**config.mk**
```make
export PLATFORM = sky130hd
export DESIGN_NAME = rr_arbiter8
export DESIGN_NICKNAME = d
export VERILOG_FILES = /design/src/rtl/rr_arbiter8_pkg.sv /design/src/rtl/rr_arbiter8_decode.sv /design/src/rtl/rr_arbiter8.sv
export SDC_FILE = /design/constraint.sdc
export NUM_CORES = 1
export LEC_CHECK = 0
export ABC_AREA = 1
export BUFFER_PORTS_ARGS = -buffer_cell sky130_fd_sc_hd__buf_2
export CAP_MARGIN = 20
export CORE_MARGIN = 2
export CORE_UTILIZATION = 59
export CTS_CLUSTER_SIZE = 40
export DETAILED_ROUTE_END_ITERATION = 6
export PLACE_DENSITY = 0.86
export SETUP_SLACK_MARGIN = 0.15
export SKIP_CTS_REPAIR_TIMING = 1
export SYNTH_ARGS = -nofsm -noshare
export SYNTH_HDL_FRONTEND = slang
export SYNTH_HIERARCHICAL = 1
export SYNTH_SLANG_ARGS = --single-unit
```
**constraint.sdc**
```tcl
create_clock -name Clk -period 7.1 [get_ports Clk]
set_input_delay 1.42 -clock Clk [delete_from_list [all_inputs] [get_ports Clk]]
set_output_delay 1.42 -clock Clk [all_outputs]
set_load 0.05 [all_outputs]
```
**src/rtl/rr_arbiter8_pkg.sv**
```systemverilog
// rr_arbiter8_pkg: shared FSM state encoding and sizing constants for the 8-way round-robin arbiter.
package rr_arbiter8_pkg;
    localparam int NREQ = 8;
    localparam int IDXW = 3;
    typedef enum logic {IDLE = 1'b0, GRANT = 1'b1} state_e;
endpackage

```
**src/rtl/rr_arbiter8_decode.sv**
```systemverilog
// Decode3to8: binary-to-one-hot decoder.
//   idx_i    - binary index
//   onehot_o - one-hot decode of idx_i
module Decode3to8
    import rr_arbiter8_pkg::*;
(
    input  logic [IDXW-1:0] idx_i,
    output logic [NREQ-1:0] onehot_o
);
    assign onehot_o = NREQ'(1) << idx_i;
endmodule

```
**src/rtl/rr_arbiter8.sv**
```systemverilog
// rr_arbiter8: 8-requester round-robin arbiter with a per-grant hold limit.
//   Clk      - clock, rising edge
//   Rst_n    - asynchronous active-low reset
//   Req      - per-requester request lines
//   Done     - owner releases the resource
//   Gnt      - one-hot grant (zero when idle)
//   GntIdx   - binary owner index, valid while GntValid
//   GntValid - resource currently granted
//   Timeout  - one-cycle pulse when a grant is revoked by hold expiry
module rr_arbiter8
    import rr_arbiter8_pkg::*;
#(
    parameter int MAX_HOLD = 16
) (
    input  logic            Clk,
    input  logic            Rst_n,
    input  logic [NREQ-1:0] Req,
    input  logic            Done,
    output logic [NREQ-1:0] Gnt,
    output logic [IDXW-1:0] GntIdx,
    output logic            GntValid,
    output logic            Timeout
);
    state_e          state_q, state_d;
    logic [IDXW-1:0] ptr_q, ptr_d, idx_q, idx_d, off, win;
    logic [7:0]      hold_q, hold_d;
    logic            valid_q, valid_d, timeout_q, timeout_d;
    logic [NREQ-1:0] gnt_q, gnt_d, dec;
    logic [2*NREQ-1:0] rot2;
    logic            rel_norm, expire;
    // Rotate requests so bit 0 is the pointer's requester; lowest set bit wins.
    always_comb begin
        rot2 = {Req, Req} >> ptr_q;
        off  = '0;
        for (int k = NREQ - 1; k >= 0; k--)
            if (rot2[k]) off = IDXW'(k);
        win = ptr_q + off;
    end
    assign rel_norm = Done || !Req[idx_q];
    assign expire   = hold_q == 8'(MAX_HOLD - 1);
    always_comb begin
        state_d   = state_q;
        ptr_d     = ptr_q;
        hold_d    = hold_q;
        idx_d     = idx_q;
        valid_d   = valid_q;
        timeout_d = 1'b0;
        if (state_q == IDLE) begin
            hold_d  = '0;
            state_d = |Req ? GRANT : IDLE;
            valid_d = |Req;
            idx_d   = |Req ? win : '0;
        end else if (rel_norm || expire) begin
            state_d   = IDLE;
            valid_d   = 1'b0;
            idx_d     = '0;
            hold_d    = '0;
            ptr_d     = idx_q + IDXW'(1);
            // A normal release coinciding with expiry takes precedence: no pulse.
            timeout_d = !rel_norm;
        end else begin
            hold_d = hold_q + 8'd1;
        end
    end
    Decode3to8 u_dec (.idx_i(idx_d), .onehot_o(dec));
    assign gnt_d = valid_d ? dec : '0;
    always_ff @(posedge Clk or negedge Rst_n) begin
        if (!Rst_n) begin
            state_q   <= IDLE;
            ptr_q     <= '0;
            hold_q    <= '0;
            idx_q     <= '0;
            valid_q   <= 1'b0;
            timeout_q <= 1'b0;
            gnt_q     <= '0;
        end else begin
            state_q   <= state_d;
            ptr_q     <= ptr_d;
            hold_q    <= hold_d;
            idx_q     <= idx_d;
            valid_q   <= valid_d;
            timeout_q <= timeout_d;
            gnt_q     <= gnt_d;
        end
    end
    assign Gnt      = gnt_q;
    assign GntIdx   = idx_q;
    assign GntValid = valid_q;
    assign Timeout  = timeout_q;
endmodule

```
==> flow_summary_export.csv, run 1 <==
group,metric,value,unit
clocking,cts_inserted_buffers,3,
timing,finalSetupViolCount,0,
cells_and_area,insertedDiodeCount,0,
clocking,htree_num_levels,1,
detailed_routing,viasPerCell,5.15,
synthesis,avgSynthCellArea,7.29,sq um
clocking,ctsLongestPathBuffers,2,
clocking,cts_num_sinks,25,
run,maximum_capacitance_violations,0,
clocking,clock_tree.root_cell,"clkbuf_4",
synthesis,synth_cell_type_count,28,
clocking,cts.reportedPaths.clkPinSlew,0.15,ns
setup_path,critical_path.max_stage_delay,0.37,ns
power_and_ir_drop,share_comb_of_total_power,0.661,
timing,clock.fmax,0.282,GHz
grt,wire_length_of_the_first_global_routing_pass,5730,um
detailed_routing,post_route_ant_nets,0,
setup_path,critical_path.startpoint_type,"input pin",
setup_path,critical_path.endpoint_type,"flip-flop",
synthesis,yosys-top-cells-count,"60 x nand2_1, 30 x nand3_1, 29 x nor2_1",
power_and_ir_drop,cellPowerDensity,470,nW/um^2
timing,tightestPinTransition,0.546,ns
synthesis,mappedNetlistArea,1680,sq um
setup_path,critical_path_required,7.36,ns
placed_design,detailedPlacementHpwl,2490,um
timing,rsz0062_at_grt,"false",
timing,setup_total_negative_slack,0,ns
synthesis,netlist.top_cell.by_area,"dfrtp_1",
synthesis,syn_nets,246,
clocking,worstSkewPairLatency,0.33,ns
power_and_ir_drop,power.switching,0.000484,W
grt,grt_antenna_before_repair,0,
synthesis,synth-seq-cells,25,
setup_path,critical_path_peak_fanout,6,
clocking,cts_tree,"done",
timing,fin_hold_ws,0.474,ns
synthesis,syn_inst,231,
grt,grt_pass1_vias,1379,
synthesis,most_frequently_used_cell_type_in_the_post_synthesis_netlist,"nand2_1",
floorplanning,top_level_ports,24,
cells_and_area,final_layout_size_suffix_gt1_frac,0.220,
setup_path,worst-setup-path-type,"input pin to flip-flop",
floorplanning,core.rowCount,19,
timing,report.final.slew_viol_count,0,
grt,global_route.usage.total,0.219,
setup_path,critical_path_buf_inv_count,5,
timing,layout_min_cycle_time,3.55,ns
synthesis,synth-edff-count,0,
power_and_ir_drop,power.sequential.fraction,0.262,
placed_design,io_buffer_count,23,
setup_path,cp_common_cell,"nand2_1",
detailed_routing,vias,1469,
synthesis,dominantRegCellSynth,"dfrtp_1",
detailed_routing,avgRoutedWirePerCell,11.5,um
floorplanning,floorplan.initialDensity,0.616,
floorplanning,core_area,2730,sq um
floorplanning,dieArea,3300,sq um
synthesis,synth-async-reset-ratio,1.00,
setup_path,crit_path_cell_trace,"buf_2 > nand2_1 > nand3_1 > nand2_1 > nand2_1 > nand2_1 > nand2_1 > nand2_1 > nand2_1 > nand2_1 > nand2_1 > a21oi_1 > ha_1 > inv_1 > fa_1 > xnor2_1 > inv_1 > nand2_1 > nand3_1 > nand2_1 > inv_2 > nor2_1 > inv_1 > nor2_2",
setup_path,timing.critical_path.slowest_stage_cell,"fa_1",
setup_path,critical-path-top-delay-family,"simple AND/OR/NAND/NOR gates",
power_and_ir_drop,max-vdd-ir-drop,0.397,mV
cells_and_area,final_nets,270,
power_and_ir_drop,p_sw_frac,0.563,
synthesis,synthesis.yosys.warnings,6,
power_and_ir_drop,cell_internal_pwr,0.000376,W
placed_design,gpl.final_weighted_congestion,0.888,
detailed_routing,dr.pass1.iters,4,
min_path,hold_path_class,"flip-flop to flip-flop",
setup_path,crit_arrival,3.81,ns
status,run_status,"complete, no violations",
timing,post-route-period-util,0.499,
power_and_ir_drop,share_of_total_power_in_the_clock_network,0.077,
detailed_routing,drc_errors,0,
power_and_ir_drop,static-leakage-power,0.937,nW
timing,slew_headroom,0.636,
detailed_routing,drtIter0Drc,62,
cells_and_area,syn_to_final_growth,8.62,%
detailed_routing,detail_route.wirelength,3280,um
grt,grt_start_max_net_pins,26,
synthesis,post_synth_main_area_contributors,"dfrtp_1 37%, nand2_1 13%, nand3_1 8.9%",
timing,hold_viol,0,
synthesis,netlist.area_leader.share,0.371,
synthesis,synth.yosys.seq_area_share,0.371,
grt,grt_overflow_total,0,
floorplanning,floorplan.die.width,57.4,um
timing,clock_skew,0.0183,ns
floorplanning,die-height,57.4,um
-- power groups by stage --
stage | registers (W) | logic (W) | clock network, W
floorplan | 0.000271 | 0.000426 | 0
global placement | 0.000227 | 0.000553 | 0
detailed placement | 0.000228 | 0.000562 | 0
CTS | 0.000224 | 0.000571 | 0.0000700
global route | 0.000231 | 0.000652 | 0.0000734
finish | 0.000225 | 0.000569 | 0.0000666
-- sequential cells by signal, indices dropped and copies added (netlist names) --
signal	count
ptr_q	3
Gnt	8
Timeout	1
GntIdx	3
hold_q	8
GntValid	1
state_q	1
-- final cells by class --
| class | instances | area, sq um |
|---|---|---|
| flip-flops and latches | 25 | 626 |
| clock inverters | 1 | 7.51 |
| fillers | 250 | 905 |
| multi-input cells | 173 | 905 |
| inverters | 29 | 115 |
| repair buffers | 23 | 115 |
| clock buffers | 3 | 22.5 |
| well taps | 31 | 38.8 |
-- logic make-up after synthesis --
group                      count (synthesis)  synth area share
xor gates and xnor gates                   6            0.0312
AOI/OAI and AO/OA                         14            0.0505
and+or+nand+nor                          149             0.421
adders and majority gates                  4            0.0342
buffers and inverters                     33            0.0914
DFF                                       25             0.371
-- worst register-to-register path, stage by stage (launching register included) --
cell and delay [ns]:
dfrtp_1 0.65, inv_6 0.09, nand2_2 0.09, nand3_1 0.08, nand2_1 0.11, nand2_1 0.05, nand2_1 0.07, nand2_1 0.04
nand2_1 0.05, nand2_1 0.04, nand2_1 0.05, nand2_1 0.04, a21oi_1 0.12, ha_1 0.15, inv_1 0.04, fa_1 0.37
xnor2_1 0.22, inv_1 0.07, nand2_1 0.07, nand3_1 0.06, nand2_1 0.17, inv_2 0.08, nor2_1 0.11, inv_1 0.06
nor2_2 0.09
-- per-layer routing --
layer | GRT usage | vias to the layer above | part of all wire
li1 | - | 771 | -
met1 | 0.298 | 648 | 0.48
met2 | 0.362 | 45 | 0.46
met3 | 0.0363 | 5 | 0.050
met4 | 0.0631 | 0 | 0.010
met5 | 0 | - | 0
-- through the flow --
| step | utilization | setup WS (ns) | instances | cell area (sq um) | total power, W |
|---|---|---|---|---|---|
| 6_report | 0.669 | 3.55 | 285 | 1830 | 0.000860 |
| 5_1_grt | 0.669 | 3.16 | 285 | 1830 | 0.000956 |
| 4_1_cts | 0.669 | 3.57 | 285 | 1830 | 0.000865 |
| 3_5_place_dp | 0.658 | 3.26 | 281 | 1800 | 0.000790 |
| 3_3_place_gp | 0.658 | 3.30 | 281 | 1800 | 0.000780 |
| 2_1_floorplan | - | 3.65 | 231 | 1680 | 0.000697 |
-- layout by cell type (no fill, tap or decap), drive strengths merged --
cell type,count
a21oi,3
buf,23
clkbuf,3
clkinv,1
clkinvlp,1
dfrtp,25
fa,1
ha,3
inv,28
nand2,72
nand3,30
nand3b,1
nand4,1
nor2,38
nor3,2
nor3b,1
nor4,2
o21ai,9
o21bai,1
o22ai,1
or2,2
xnor2,2
xor2,4
-- worst paths after layout --
check	startpoint	slack, ns	cells after the start	end
setup / recovery	Req[5]	3.55	24	Gnt[6]$_DFF_PN0_
hold / removal	hold_q[0]$_DFF_PN0_	0.47	1	hold_q[0]$_DFF_PN0_
setup reg to reg	ptr_q[0]$_DFFE_PN0P_	4.05	24	Gnt[6]$_DFF_PN0_
hold reg to reg	hold_q[0]$_DFF_PN0_	0.47	1	hold_q[0]$_DFF_PN0_
max in group asynchronous	Rst_n	5.67	1	ptr_q[2]$_DFFE_PN0P_
min in group asynchronous	Rst_n	1.04	1	Gnt[7]$_DFF_PN0_
Note: power is estimated with default switching activity, not from simulation.
==> run 2: changes to the inputs <==
Settings changed: ABC_AREA 1 to 0, CORE_UTILIZATION 59 to 58, PLACE_DENSITY 0.86 to 0.84.
Clock period 7.1 ns to 3.4 ns, I/O delays scaled along.
==> flow_summary_export.csv, run 2 <==
group,metric,value,unit
status,run_status,"finished with violations",
synthesis,post_synth_main_area_contributors,"dfrtp_1 34%, mux4_1 11%, mux4_2 7.3%",
placed_design,gpl.final_weighted_congestion,0.978,
synthesis,mappedNetlistArea,1850,sq um
detailed_routing,vias,1794,
setup_path,critical_path_required,3.65,ns
status,failed_checks,"negative setup slack",
synthesis,yosys-top-cells-count,"25 x dfrtp_1, 20 x nor2_1, 10 x and2_1",
clocking,cts_tree,"done",
timing,finalSetupViolCount,9,
grt,grt_start_max_net_pins,26,
power_and_ir_drop,max-vdd-ir-drop,0.819,mV
timing,hold_viol,0,
synthesis,synth.yosys.seq_area_share,0.338,
clocking,htree_num_levels,1,
synthesis,synth-edff-count,0,
clocking,cts.reportedPaths.clkPinSlew,0.15,ns
floorplanning,dieArea,3660,sq um
synthesis,avgSynthCellArea,10.8,sq um
setup_path,critical_path.startpoint_type,"input pin",
floorplanning,die-height,60.5,um
cells_and_area,syn_to_final_growth,29.5,%
clocking,clock_tree.root_cell,"clkbuf_4",
timing,clock.fmax,0.265,GHz
timing,post-route-period-util,1.11,
grt,grt_overflow_total,0,
setup_path,r2r-end,"Gnt[2]$_DFF_PN0_",
synthesis,synth-async-reset-ratio,1.00,
power_and_ir_drop,static-leakage-power,1.13,nW
clocking,cts_num_sinks,25,
setup_path,crit_arrival,4.03,ns
placed_design,detailedPlacementHpwl,3710,um
cells_and_area,final_common_cell,"buf_4",
cells_and_area,layout_common_cells,"37 x buf_4, 24 x dfrtp_1, 20 x buf_2, 18 x nor2_1, 10 x mux4_2",
synthesis,synthesis.yosys.warnings,6,
timing,final_critical_path_setup_slack,-0.379,ns
synthesis,synth-seq-cells,25,
synthesis,syn_nets,187,
cells_and_area,finalCoreUtilization,0.784,
synthesis,netlist.area_leader.share,0.338,
timing,rsz0062_at_grt,"true",
cells_and_area,final_layout_size_suffix_gt1_frac,0.472,
detailed_routing,dr.pass1.iters,4,
floorplanning,core_area,3050,sq um
run,maximum_capacitance_violations,0,
synthesis,synth_cell_type_count,47,
detailed_routing,viasPerCell,6.57,
timing,fin_hold_ws,0.302,ns
floorplanning,floorplan.die.width,60.5,um
clocking,cts_inserted_buffers,3,
detailed_routing,avgRoutedWirePerCell,21.6,um
setup_path,worst-setup-path-type,"input pin to flip-flop",
cells_and_area,insertedDiodeCount,0,
setup_path,register_to_register_path_depth,15,
placed_design,place_ws,-0.702,ns
floorplanning,top_level_ports,24,
setup_path,worst_r2r_startpoint,"ptr_q[1]$_DFFE_PN0P_",
timing,setup_total_negative_slack,-2.70,ns
cells_and_area,final_nets,245,
grt,grt_antenna_before_repair,0,
detailed_routing,drc_errors,0,
setup_path,critical_path_peak_fanout,8,
detailed_routing,post_route_ant_nets,0,
timing,tightestPinTransition,0.812,ns
cells_and_area,fillCellCount,183,
timing,report.final.slew_viol_count,0,
grt,wire_length_of_the_first_global_routing_pass,8250,um
timing,layout_min_cycle_time,3.78,ns
power_and_ir_drop,cellPowerDensity,929,nW/um^2
synthesis,dominantRegCellSynth,"dfrtp_1",
clocking,ctsLongestPathBuffers,2,
placed_design,io_buffer_count,23,
timing,slew_headroom,0.454,
synthesis,syn_inst,172,
detailed_routing,detail_route.wirelength,5900,um
grt,grt_pass1_vias,1655,
grt,global_route.usage.total,0.311,
setup_path,r2r_slack,-0.38,ns
floorplanning,core.rowCount,20,
setup_path,critical_path.endpoint_type,"flip-flop",
floorplanning,floorplan.initialDensity,0.606,
synthesis,most_frequently_used_cell_type_in_the_post_synthesis_netlist,"dfrtp_1",
clocking,worstSkewPairLatency,0.34,ns
min_path,hold_path_class,"input pin to async pin",
detailed_routing,drtIter0Drc,126,
timing,clock_skew,0.00290,ns
synthesis,netlist.top_cell.by_area,"dfrtp_1",
run 2: cell count changes after synthesis, moves of 5 or more:
cell     previous run  this run
mux4_2              0         6
nor2_2              9         0
nand2_1            60         7
nand3_1            30         5
nor2_1             29        20
buf_2               1         6
mux4_1              0         8
nand2_2            11         0
o21ai_1             8         0
inv_1              25         5
and2_1              0        10
run 2: per-layer routing:
layer	track usage	wire [um]	up-vias
li1	-	-	752
met1	0.432	2210	870
met2	0.497	2810	142
met3	0.0640	641	30
met4	0.102	237	0
met5	0	0	-
run 2: critical path, stage by stage:
cell and delay [ns]:
buf_2 0.14, mux4_2 0.49, nor2b_4 0.16, nor3_4 0.22
nor2_2 0.08, o31ai_4 0.25, ha_2 0.21, inv_2 0.04
fa_2 0.35, xnor2_2 0.16, or2_4 0.24, a2111o_1 0.31
o211ai_1 0.28, buf_4 0.22, nor3b_1 0.04, and2_1 0.15
run 2: cell type report:
| class | count | area (sq um) | area share |
|---|---|---|---|
| multi-input cells | 131 | 1220 | 0.509 |
| repair buffers | 63 | 438 | 0.183 |
| flip-flops and latches | 25 | 627 | 0.262 |
| clock buffers | 3 | 22.5 | 0.00940 |
| clock inverters | 1 | 7.51 | 0.00313 |
| inverters | 6 | 25.0 | 0.0104 |
| well taps | 44 | 55.1 | 0.0230 |
run 2: worst max-delay path by stage:
stage                          from          endpoint  slack [ns]  cells after the start
6_report                     Req[3]  Gnt[2]$_DFF_PN0_       -0.38                     16
5_1_grt        ptr_q[1]$_DFFE_PN0P_  Gnt[2]$_DFF_PN0_       -0.49                     18
3_5_place_dp                 Req[2]  Gnt[3]$_DFF_PN0_       -0.70                     15
3_3_place_gp                 Req[3]  Gnt[3]$_DFF_PN0_       -0.55                     15
4_1_cts        ptr_q[1]$_DFFE_PN0P_  Gnt[3]$_DFF_PN0_       -0.38                     14
2_1_floorplan                Req[2]  Gnt[3]$_DFF_PN0_       -0.39                     15
run 2: logic make-up (layout without fill, tap and decap cells):
| family | Yosys count | after routing | synth area share |
|---|---|---|---|
| AOI/OAI and AO/OA | 28 | 28 | 0.115 |
| xor gates and xnor gates | 8 | 8 | 0.0379 |
| adders and majority gates | 4 | 4 | 0.0311 |
| buffers and inverters | 16 | 73 | 0.0420 |
| DFF | 25 | 25 | 0.338 |
| muxes | 20 | 20 | 0.223 |
| and+or+nand+nor | 71 | 71 | 0.212 |
run 2: where the power goes:
| group | leakage [nW] | internal (W) | switching, W | total (W) |
|---|---|---|---|---|
| sequential | 0.331 | 0.000374 | 0.0000794 | 0.000454 |
| combinational | 0.784 | 0.000751 | 0.000871 | 0.00162 |
| clock | 0.0139 | 0.0000452 | 0.000103 | 0.000148 |
| total | 1.13 | 0.00117 | 0.00105 | 0.00222 |
run 2: per-stage QoR:
stage / instance area (sq um) / power (W) / cells
after floorplan: 1870 / 0.00137 / 172
after global placement: 2250 / 0.00172 / 265
after detailed placement: 2250 / 0.00177 / 265
after CTS: 2280 / 0.00193 / 269
after global routing: 2390 / 0.00233 / 273
final: 2390 / 0.00222 / 273
==> run 3: changes to the inputs <==
Settings changed: CORE_MARGIN 2 to default.
==> flow_summary_export.csv, run 3 (synthesis gave the netlist of run 2 again) <==
group,metric,value,unit
timing,hold_viol,0,
detailed_routing,drtIter0Drc,189,
grt,global_route.usage.total,0.328,
setup_path,path_depth,15,
cells_and_area,syn_to_final_growth,30.6,%
setup_path,r2r-end,"Gnt[3]$_DFF_PN0_",
clocking,cts_inserted_buffers,3,
placed_design,dpl_cell_area,2240,sq um
power_and_ir_drop,cellPowerDensity,897,nW/um^2
cells_and_area,final_layout_size_suffix_gt1_frac,0.472,
setup_path,critical_path.startpoint_type,"input pin",
clocking,clock_tree.root_cell,"clkbuf_4",
cells_and_area,layout_common_cells,"40 x buf_4, 24 x dfrtp_1, 19 x buf_2, 17 x nor2_1, 10 x and2_1",
placed_design,detailedPlacementHpwl,3850,um
floorplanning,die-height,58.5,um
floorplanning,dieArea,3420,sq um
placed_design,gpl.final_weighted_congestion,0.984,
cells_and_area,final_nets,245,
timing,rsz0062_at_grt,"true",
min_path,hold_path_class,"input pin to async pin",
setup_path,critical_path_required,3.62,ns
grt,grt_pass1_vias,1751,
detailed_routing,detail_route.wirelength,5560,um
cells_and_area,finalCoreUtilization,0.798,
setup_path,crit_path_cell_trace,"buf_4 > mux4_2 > inv_2 > a21oi_1 > o221a_2 > o31ai_2 > ha_2 > inv_2 > fa_2 > xnor2_2 > or2_4 > a2111o_1 > o211ai_1 > and3b_2 > and2_1",
clocking,worstSkewPairLatency,0.32,ns
setup_path,cp_common_cell,"inv_2",
clocking,ctsLongestPathBuffers,2,
power_and_ir_drop,finalPower,0.00217,W
timing,final_critical_path_setup_slack,-0.384,ns
timing,finalSetupViolCount,9,
floorplanning,floorplan.die.width,58.5,um
floorplanning,top_level_ports,24,
timing,clock.fmax,0.264,GHz
setup_path,critical_path.endpoint_type,"flip-flop",
detailed_routing,dr.pass1.iters,5,
cells_and_area,finalInstanceArea,2420,sq um
detailed_routing,drc_errors,0,
timing,layout_min_cycle_time,3.78,ns
detailed_routing,vias,1768,
cells_and_area,insertedDiodeCount,0,
floorplanning,core_area,3030,sq um
timing,fin_hold_ws,0.314,ns
timing,report.final.slew_viol_count,0,
status,run_status,"finished with violations",
clocking,cts_tree,"done",
floorplanning,core.rowCount,20,
timing,post-route-period-util,1.11,
setup_path,worst-setup-path-type,"input pin to flip-flop",
setup_path,register_to_register_path_depth,14,
setup_path,critical_path_buf_inv_count,3,
cells_and_area,final_common_cell,"buf_4",
grt,grt_start_max_net_pins,26,
setup_path,critical-path-top-delay-family,"compound AO/OA/AOI/OAI gates",
setup_path,timing.critical_path.slowest_stage_cell,"mux4_2",
detailed_routing,avgRoutedWirePerCell,20.4,um
setup_path,worst_r2r_startpoint,"ptr_q[1]$_DFFE_PN0P_",
setup_path,crit_arrival,4.00,ns
setup_path,critical_path.max_stage_delay,0.51,ns
placed_design,place_ws,-0.705,ns
status,failed_checks,"negative setup slack",
detailed_routing,viasPerCell,6.48,
grt,grt_overflow_total,0,
timing,tightestPinTransition,0.778,ns
cells_and_area,fillCellCount,171,
setup_path,critical_path_peak_fanout,7,
grt,grt_antenna_before_repair,0,
timing,clock_skew,0.0115,ns
floorplanning,floorplan.initialDensity,0.611,
clocking,htree_num_levels,1,
clocking,cts.reportedPaths.clkPinSlew,0.13,ns
power_and_ir_drop,max-vdd-ir-drop,0.656,mV
clocking,cts_num_sinks,25,
run,maximum_capacitance_violations,0,
power_and_ir_drop,static-leakage-power,1.14,nW
grt,wire_length_of_the_first_global_routing_pass,8300,um
placed_design,io_buffer_count,23,
detailed_routing,post_route_ant_nets,0,
setup_path,r2r_slack,-0.38,ns
timing,slew_headroom,0.477,
-- run 3: layout make-up --
cell class | count | area [sq um] | share of cell area
well taps | 44 | 55.1 | 0.0228
multi-input cells | 131 | 1240 | 0.515
repair buffers | 63 | 437 | 0.181
clock buffers | 3 | 22.5 | 0.00932
inverters | 6 | 25.0 | 0.0104
flip-flops and latches | 25 | 627 | 0.259
clock inverters | 1 | 5.00 | 0.00207
-- run 3: per-stage QoR --
stage | std cells | setup TNS, ns
after floorplan | 172 | -2.43
after global placement | 264 | -4.07
after detailed placement | 264 | -5.67
after CTS | 268 | -4.27
after global routing | 273 | -3.51
final | 273 | -2.85
-- run 3: worst max-delay path by stage --
| stage | start | slack, ns | to |
|---|---|---|---|
| floorplan | Req[2] | -0.39 | Gnt[3]$_DFF_PN0_ |
| finish | Req[5] | -0.38 | Gnt[3]$_DFF_PN0_ |
| global placement | Req[1] | -0.52 | Gnt[3]$_DFF_PN0_ |
| global route | ptr_q[1]$_DFFE_PN0P_ | -0.45 | Gnt[0]$_DFF_PN0_ |
| CTS | ptr_q[1]$_DFFE_PN0P_ | -0.54 | Gnt[3]$_DFF_PN0_ |
| detailed placement | Req[0] | -0.70 | Gnt[2]$_DFF_PN0_ |
-- run 3: report_power, final --
group,internal (W),total [W],switching [W]
logic,0.000745,0.00159,0.000840
registers,0.000374,0.000452,0.0000777
clock network,0.0000441,0.000129,0.0000849
total,0.00116,0.00217,0.00100
-- run 3: routing by layer --
layer	track usage	part of all wire	up-vias
li1	-	-	764
met2	0.588	0.52	107
met1	0.407	0.38	861
met4	0.122	0.046	0
met5	0	0	-
met3	0.0418	0.056	36
